--- src/rtl/csa_resolver_if.sv ---
// Handshake/data bundle for csa_resolver; the cin signal exists only when
// CSA_RESOLVER_CIN_EN is defined.
interface csa_resolver_if #(
  parameter int N = 16
);
  localparam int W = N + 2;

  logic         in_valid;
  logic         in_ready;
  logic [N-1:0] s;
  logic [N-1:0] co;
`ifdef CSA_RESOLVER_CIN_EN
  logic         cin;
`endif
  logic         out_valid;
  logic         out_ready;
  logic [W-1:0] result;

`ifdef CSA_RESOLVER_CIN_EN
  modport master (output in_valid, s, co, cin, out_ready,
                  input  in_ready, out_valid, result);
  modport slave  (input  in_valid, s, co, cin, out_ready,
                  output in_ready, out_valid, result);
`else
  modport master (output in_valid, s, co, out_ready,
                  input  in_ready, out_valid, result);
  modport slave  (input  in_valid, s, co, out_ready,
                  output in_ready, out_valid, result);
`endif
endinterface

--- src/rtl/csa_resolver.sv ---
// Multi-cycle carry-propagate resolver: result = s + 2*co (+ cin when
// CSA_RESOLVER_CIN_EN is defined), CHUNK bits per cycle.
module csa_resolver #(
  parameter int N     = 16,
  parameter int CHUNK = 4
) (
  input  logic                clk,
  input  logic                rst,
  csa_resolver_if.slave       bus,
  output logic [1:0]          o_dbg_state
);
  localparam int W    = N + 2;
  localparam int NCH  = (W + CHUNK - 1) / CHUNK;
  localparam int PW   = NCH * CHUNK;
  localparam int IW   = (NCH > 1) ? $clog2(NCH) : 1;
  localparam logic [IW-1:0] LAST_IDX = IW'(NCH - 1);

  typedef enum logic [1:0] {
    IDLE = 2'd0,
    RUN  = 2'd1,
    DONE = 2'd2
  } state_t;

  state_t          r_state;
  state_t          w_state_nxt;
  logic [PW-1:0]   r_a;
  logic [PW-1:0]   r_b;
  logic [PW-1:0]   r_res;
  logic            r_carry;
  logic [IW-1:0]   r_idx;

  logic            w_accept;
  logic            w_cin0;
  logic [PW-1:0]   w_a_init;
  logic [PW-1:0]   w_b_init;
  logic [CHUNK-1:0] w_a_chunk;
  logic [CHUNK-1:0] w_b_chunk;
  logic [CHUNK:0]  w_sum;

  // Valid/ready: a transfer happens on a rising edge where valid && ready;
  // the producer holds its data stable until then, the consumer may assert
  // ready independently of valid.
  always_comb begin
    w_state_nxt   = r_state;
    bus.in_ready  = 1'b0;
    bus.out_valid = 1'b0;
    unique case (r_state)
      IDLE: begin
        bus.in_ready = 1'b1;
        if (bus.in_valid) w_state_nxt = RUN;
      end
      RUN: begin
        if (r_idx == LAST_IDX) w_state_nxt = DONE;
      end
      DONE: begin
        bus.out_valid = 1'b1;
        if (bus.out_ready) w_state_nxt = IDLE;
      end
      default: w_state_nxt = IDLE;
    endcase
  end

  always_ff @(posedge clk or posedge rst) begin
    if (rst) r_state <= IDLE;
    else     r_state <= w_state_nxt;
  end

  assign w_accept    = (r_state == IDLE) && bus.in_valid;
  assign o_dbg_state = r_state;

`ifdef CSA_RESOLVER_CIN_EN
  assign w_cin0 = bus.cin;
`else
  assign w_cin0 = 1'b0;
`endif

  // co is shifted up one place so both operands share bit weights.
  always_comb begin
    w_a_init         = '0;
    w_b_init         = '0;
    w_a_init[W-1:0]  = {2'b00, bus.s};
    w_b_init[W-1:0]  = {1'b0, bus.co, 1'b0};
  end

  always_comb begin
    w_a_chunk = '0;
    w_b_chunk = '0;
    for (int c = 0; c < NCH; c++) begin
      if (r_idx == IW'(c)) begin
        w_a_chunk = r_a[c*CHUNK +: CHUNK];
        w_b_chunk = r_b[c*CHUNK +: CHUNK];
      end
    end
  end

  assign w_sum = {1'b0, w_a_chunk} + {1'b0, w_b_chunk} + {{CHUNK{1'b0}}, r_carry};

  always_ff @(posedge clk or posedge rst) begin
    if (rst) begin
      r_a     <= '0;
      r_b     <= '0;
      r_res   <= '0;
      r_carry <= 1'b0;
      r_idx   <= '0;
    end else if (w_accept) begin
      r_a     <= w_a_init;
      r_b     <= w_b_init;
      r_carry <= w_cin0;
      r_idx   <= '0;
    end else if (r_state == RUN) begin
      for (int c = 0; c < NCH; c++) begin
        if (r_idx == IW'(c)) r_res[c*CHUNK +: CHUNK] <= w_sum[CHUNK-1:0];
      end
      r_carry <= w_sum[CHUNK];
      r_idx   <= (r_idx == LAST_IDX) ? '0 : r_idx + IW'(1);
    end
  end

  assign bus.result = r_res[W-1:0];
endmodule

--- src/flat_wrapper.sv ---
// flat-port wrapper written by rule: the top's interface ports become plain ports
module csa_resolver_flat 
#(
  parameter int N     = 16,
  parameter int CHUNK = 4
)
  (clk, rst, o_dbg_state, bus_in_valid, bus_s, bus_co, bus_out_ready, bus_in_ready, bus_out_valid, bus_result);
  csa_resolver_if #(.N(N)) bus_i ();
  input  logic clk;
  input  logic rst;
  output logic [1:0] o_dbg_state;
  input wire logic [$bits(bus_i.in_valid)-1:0] bus_in_valid;
  input wire logic [$bits(bus_i.s)-1:0] bus_s;
  input wire logic [$bits(bus_i.co)-1:0] bus_co;
  input wire logic [$bits(bus_i.out_ready)-1:0] bus_out_ready;
  output wire logic [$bits(bus_i.in_ready)-1:0] bus_in_ready;
  output wire logic [$bits(bus_i.out_valid)-1:0] bus_out_valid;
  output wire logic [$bits(bus_i.result)-1:0] bus_result;
  assign bus_i.in_valid = bus_in_valid;
  assign bus_i.s = bus_s;
  assign bus_i.co = bus_co;
  assign bus_i.out_ready = bus_out_ready;
  assign bus_in_ready = bus_i.in_ready;
  assign bus_out_valid = bus_i.out_valid;
  assign bus_result = bus_i.result;
  csa_resolver #(.N(N), .CHUNK(CHUNK)) u_core (.clk(clk), .rst(rst), .bus(bus_i), .o_dbg_state(o_dbg_state));
endmodule
--- config.mk ---
export PLATFORM = sky130hd
export DESIGN_NAME = csa_resolver_flat
export DESIGN_NICKNAME = d
export VERILOG_FILES = /design/src/rtl/csa_resolver_if.sv /design/src/rtl/csa_resolver.sv /design/src/flat_wrapper.sv
export SDC_FILE = /design/constraint.sdc
export NUM_CORES = 1
export LEC_CHECK = 0
export ABC_CLOCK_PERIOD_IN_PS = 3100
export CELL_PAD_IN_SITES_DETAIL_PLACEMENT = 1
export CELL_PAD_IN_SITES_GLOBAL_PLACEMENT = 1
export CORE_ASPECT_RATIO = 1.5
export CORE_MARGIN = 2
export CORE_UTILIZATION = 41
export CTS_CLUSTER_SIZE = 8
export DETAILED_ROUTE_END_ITERATION = 6
export PLACE_DENSITY = 0.77
export SLEW_MARGIN = 20
export SYNTH_ARGS = -nofsm -noshare
export SYNTH_HDL_FRONTEND = slang
export SYNTH_SLANG_ARGS = --single-unit
export TNS_END_PERCENT = 50
--- constraint.sdc ---
create_clock -name clk -period 3.1 [get_ports clk]
set_clock_uncertainty 0.05 [all_clocks]
set_input_delay 0.775 -clock clk [delete_from_list [all_inputs] [get_ports clk]]
set_output_delay 0.775 -clock clk [all_outputs]
set_load 0.05 [all_outputs]
==> run summary, run 1 <==
Die Footprint -> 7450 µm²
clock tree root driver cell -> sky130_fd_sc_hd__clkbuf_8
CTS Sinks -> 56
outcome -> finished, final reports clean
area grow syn2layout -> 26.2%
wire length of the first global-routing pass -> 10.6 mm
area of the multi-input gates -> 1260 µm²
syn nets -> 269
ratio of cells with drive above 1 in the final layout -> 0.220
type of element capturing the critical path -> flip-flop
total inserted antenna cells -> 0
Crit Path Category -> flip-flop to flip-flop
setup repair after global routing missed its margin -> no
Vias -> 1878
peak fanout along the critical path -> 10
storage element area -> 1400 µm²
Initial DRT Pass Iterations -> 4
EDFF count, synth -> 0
vias in the first global route -> 2080
number of warnings reported in the yosys synthesis log -> 0
Leakage Power -> 1.55 nW
worst hold-check slack -> 0.445 ns
Post-Synthesis Mean Instance Area -> 12.4 µm²
final HPWL from detailed placement -> 4.82 mm
average wire per standard cell -> 17.2 µm
Initial Utilization -> 0.425
Total Neg Setup Slack -> 0 ns
peak supply drop -> 0.401 mV
overall power after layout -> 4.27 mW
Global Route Usage Sum -> 0.180
number of buffers on the longest clock path -> 2
sequential share of the synthesized area -> 0.505
maxcap violations -> 0
Syn Std Cell Area -> 2770 µm²
most frequent cells in the layout -> sky130_fd_sc_hd__clkdlybuf4s50_1, sky130_fd_sc_hd__dfrtp_1, sky130_fd_sc_hd__nand2_1
largest net degree at the start of global routing -> 35
path class of the lowest-slack min-delay path -> flip-flop to flip-flop
Placed Instances -> 354
fin crit period -> 2.89 ns
hold violation count in the final report -> 0
antenna violations before repair -> 0
CP startpoint kind -> flip-flop
Setup violations, final -> 0
total wire length after detailed routing -> 6.23 mm
fillers -> 688
Power Density -> 1220 nW/µm²
final global-route overflow total -> 0
standard-cell row count -> 36
number of synthesized register bits -> 56
arrival time of data at the critical path endpoint -> 3.05 ns
number of buffers added on ports -> 57
Reg clk slew, reported paths -> 0.11 ns
CTS tree -> done
initial detailed-routing violation count -> 61
Post-route DRC -> 0
clock latency on the worst-skew pair -> 0.31 ns
remaining antenna violation count -> 0
Max Slew Vio Count -> 0
number of buffers added by the clock tree synthesis step -> 5
highest clock rate -> 345 MHz
CORE AREA -> 6530 µm²
Post-synth top flop -> sky130_fd_sc_hd__dfrtp_1
data required time at the worst endpoint -> 3.26 ns
GP Congestion -> 0.830
final period utilization -> 0.934
Die Wd -> 71.2 µm
Netlist cell types -> 31
# H-tree levels -> 2
async set-or-reset flop fraction in the synthesized netlist -> 1.00
vertical extent of the die -> 105 µm
most common cell after layout, fill and taps aside -> sky130_fd_sc_hd__clkdlybuf4s50_1
gate count of the mapped netlist -> 223
worst-margin pin slew -> 0.601 ns
worst rel slew slack -> 0.599
io pins -> 58
Total Nets Final -> 331
post-route insts no fill -> 362
average via count per standard cell -> 5.19
## worst max-delay path, stage by stage (launching register included)
cell and delay, ns:
sky130_fd_sc_hd__dfrtp_1 0.43, sky130_fd_sc_hd__ha_1 0.19, sky130_fd_sc_hd__ha_2 0.31, sky130_fd_sc_hd__nor2_1 0.08, sky130_fd_sc_hd__buf_4 0.17, sky130_fd_sc_hd__a221oi_1 0.25, sky130_fd_sc_hd__nor2_1 0.10, sky130_fd_sc_hd__fa_1 0.43
sky130_fd_sc_hd__a21o_1 0.18, sky130_fd_sc_hd__a21oi_1 0.16, sky130_fd_sc_hd__xnor2_1 0.15, sky130_fd_sc_hd__mux2_2 0.29
## sequential cells by signal (all words and copies together) (netlist names)
register            cells
u_core.r_b             16
u_core.r_res           18
u_core.r_a             16
u_core.r_carry          1
u_core.r_idx            3
u_core.o_dbg_state      2
## worst paths after layout
path | start | endpoint | slack [ns] | depth (start not counted)
max | u_core.r_idx[1] | u_core.r_res[11] | 0.21 | 11
min | u_core.r_res[1] | u_core.r_res[1] | 0.44 | 2
max reg2reg | u_core.r_idx[1] | u_core.r_res[11] | 0.21 | 11
min reg2reg | u_core.r_res[1] | u_core.r_res[1] | 0.44 | 2
max in group asynchronous | rst | u_core.r_a[0] | 1.67 | 3
min in group asynchronous | rst | u_core.r_res[15] | 0.71 | 2
## per-layer routing
| metal | GRT usage | routed length [µm] | vias to the layer above |
|---|---|---|---|
| li1 | - | - | 891 |
| met1 | 0.213 | 2560 | 936 |
| met2 | 0.325 | 3390 | 40 |
| met3 | 0.0222 | 134 | 11 |
| met4 | 0.0660 | 133 | 0 |
| met5 | 0 | 0 | - |
## power by group
part	switching (mW)	internal, mW
clock network	0.252	0.165
registers	0.250	1.09
logic	1.37	1.14
## kinds of logic after synthesis
family | share of synthesized area
AND/OR/NAND/NOR | 0.0970
flip-flops | 0.505
AO/OA/AOI/OAI | 0.0916
multiplexers | 0.206
buffers and inverters | 0.0438
adder cells (fa/ha/maj) | 0.0505
XOR/XNOR | 0.00632
## through the flow
stage               setup WS [ns]  cell area (µm²)  utilization
floorplan                   0.468             2770            -
global placement            0.260             3400        0.520
detailed placement          0.115             3400        0.520
CTS                        0.0994             3490        0.535
global route              0.00174             3500        0.536
finish                      0.205             3500        0.536
## timing repair
item / CTS / global route
hold buffers: 0 / 0
setup endpoints to repair: 0 / 14
buffers inserted: 0 / 0
resized for setup: 0 / 3
## Yosys cell counts (4+ instances only)
cell type / number / area, µm²
sky130_fd_sc_hd__dfrtp_1: 56 / 1400
sky130_fd_sc_hd__nand2_1: 31 / 116
sky130_fd_sc_hd__mux2_4: 29 / 435
sky130_fd_sc_hd__o21ai_0: 20 / 100
sky130_fd_sc_hd__mux2_2: 12 / 135
sky130_fd_sc_hd__a21oi_1: 8 / 40.0
sky130_fd_sc_hd__ha_1: 8 / 100
sky130_fd_sc_hd__nand2b_1: 8 / 50.1
sky130_fd_sc_hd__nor2_1: 8 / 30.0
sky130_fd_sc_hd__inv_1: 7 / 26.3
sky130_fd_sc_hd__a32oi_1: 5 / 43.8
sky130_fd_sc_hd__buf_2: 4 / 20.0
## layout make-up
class                           instances  area share
Inverter                                7     0.00751
Clock buffer                            5      0.0197
Sequential cell                        56       0.400
Multi-Input combinational cell        151       0.360
Clock inverter                          3     0.00751
Tap cell                               76      0.0272
Timing Repair Buffer                   64       0.178
Note: power is estimated with default switching activity, not from simulation.
==> inputs of run 2 (changes only) <==
CORE_UTILIZATION = 50   (was 41)
DONT_BUFFER_PORTS = 1   (was unset)
PLACE_DENSITY = 0.76   (was 0.77)
==> run 2 against run 1 <==
  * Setup slack better by 0.076 ns
  * Non-clock buffer count down 56
  * Global-route usage rose by 2.6 points
  * Hold slack lost 0.11 ns
  * Critical endpoint unchanged
==> run summary, run 2 (synthesis results as in run 1) <==
CTS tree -> done
highest clock rate -> 355 MHz
wire length of the first global-routing pass -> 9.52 mm
Initial DRT Pass Iterations -> 2
ratio of cells with drive above 1 in the final layout -> 0.272
outcome -> finished, final reports clean
fin crit period -> 2.82 ns
hold violation count in the final report -> 0
vertical extent of the die -> 95.2 µm
average via count per standard cell -> 5.56
average wire per standard cell -> 19.0 µm
standard-cell row count -> 33
arrival time of data at the critical path endpoint -> 2.97 ns
fillers -> 573
Global Route Usage Sum -> 0.206
remaining antenna violation count -> 0
final period utilization -> 0.909
setup repair after global routing missed its margin -> no
final HPWL from detailed placement -> 4.34 mm
Die Wd -> 64.8 µm
most frequent cells in the layout -> sky130_fd_sc_hd__dfrtp_1, sky130_fd_sc_hd__nand2_1, sky130_fd_sc_hd__mux2_4
worst rel slew slack -> 0.601
Largest regs -> u_core.r_res x18, u_core.r_a x16, u_core.r_b x16
Die Footprint -> 6170 µm²
io pins -> 58
Max Slew Vio Count -> 0
CP startpoint kind -> flip-flop
GP Congestion -> 0.802
most common cell after layout, fill and taps aside -> sky130_fd_sc_hd__dfrtp_1
antenna violations before repair -> 0
# H-tree levels -> 2
CORE AREA -> 5410 µm²
number of hold buffers added after CTS -> 0
Crit Path Category -> flip-flop to flip-flop
worst-margin pin slew -> 0.598 ns
register bank with the most flops -> u_core.r_res
data required time at the worst endpoint -> 3.25 ns
peak fanout along the critical path -> 16
final global-route overflow total -> 0
clock latency on the worst-skew pair -> 0.31 ns
initial detailed-routing violation count -> 44
flip-flop count of the largest register, all copies and words added -> 18
Total Nets Final -> 275
number of buffers on the longest clock path -> 2
largest net degree at the start of global routing -> 35
Vias -> 1656
Reg clk slew, reported paths -> 0.09 ns
CTS Sinks -> 56
maxcap violations -> 0
Post-route DRC -> 0
Initial Utilization -> 0.513
type of element capturing the critical path -> flip-flop
clock tree root driver cell -> sky130_fd_sc_hd__clkbuf_8
path class of the lowest-slack min-delay path -> input pin to asynchronous set/reset pin
total inserted antenna cells -> 0
area grow syn2layout -> 6.09%
total wire length after detailed routing -> 5.67 mm
Setup violations, final -> 0
number of buffers added on ports -> 0
vias in the first global route -> 1889
number of buffers added by the clock tree synthesis step -> 5
Total Neg Setup Slack -> 0 ns
run 2: worst paths after layout:
| path | start | depth (start not counted) | end | slack [ns] |
|---|---|---|---|---|
| worst max-delay path | u_core.r_idx[1] | 11 | u_core.r_res[11] | 0.28 |
| worst min-delay path | rst | 2 | u_core.r_b[5] | 0.34 |
| worst max register to register | u_core.r_idx[1] | 11 | u_core.r_res[11] | 0.28 |
| worst min register to register | u_core.r_a[9] | 1 | u_core.r_a[9] | 0.47 |
| max in group asynchronous | rst | 2 | u_core.r_a[9] | 2.33 |
| min in group clk | u_core.r_a[9] | 1 | u_core.r_a[9] | 0.47 |
run 2: stage by stage:
stage,instances,worst slack [ns],cell area [µm²],utilization,hold WS [ns]
6_report,298,0.281,2940,0.544,0.337
5_1_grt,298,0.0148,2940,0.544,0.361
4_1_cts,298,0.0338,2930,0.541,0.342
3_5_place_dp,292,0.0742,2830,0.523,0.446
3_3_place_gp,292,0.207,2830,0.523,0.445
2_1_floorplan,223,0.468,2770,-,0.423
run 2: cell type report:
cell class              count  area (µm²)  area share
clock inverters             1        30.0      0.0102
well taps                  70        87.6      0.0298
repair buffers              8        60.1      0.0204
clock buffers               5        68.8      0.0234
flip-flops and latches     56        1400       0.476
multi-input cells         151        1270       0.431
inverters                   7        26.3     0.00893
run 2: critical path, cell delays in order (launching register included):
cell	delay, ns
sky130_fd_sc_hd__dfrtp_1	0.45
sky130_fd_sc_hd__inv_1	0.11
sky130_fd_sc_hd__ha_2	0.28
sky130_fd_sc_hd__a21oi_1	0.18
sky130_fd_sc_hd__o21ai_0	0.14
sky130_fd_sc_hd__a32o_1	0.29
sky130_fd_sc_hd__and2_1	0.16
sky130_fd_sc_hd__ha_1	0.29
sky130_fd_sc_hd__a21o_1	0.18
sky130_fd_sc_hd__a21oi_1	0.16
sky130_fd_sc_hd__xnor2_1	0.14
sky130_fd_sc_hd__mux2_2	0.28
run 2: metal layers:
metal,global-route usage,wire length (µm)
met5,0,0
met4,0.0762,110
met3,0.0437,207
met2,0.384,3180
met1,0.227,2180
run 2: what timing repair did:
action | CTS | global route
setup endpoints to repair | 0 | 14
setup buffers | 0 | 0
resized for setup | 0 | 4
Power of run 2 is not shown: default switching activity piles up to over one toggle a cycle in this logic, so the estimate is an artifact.
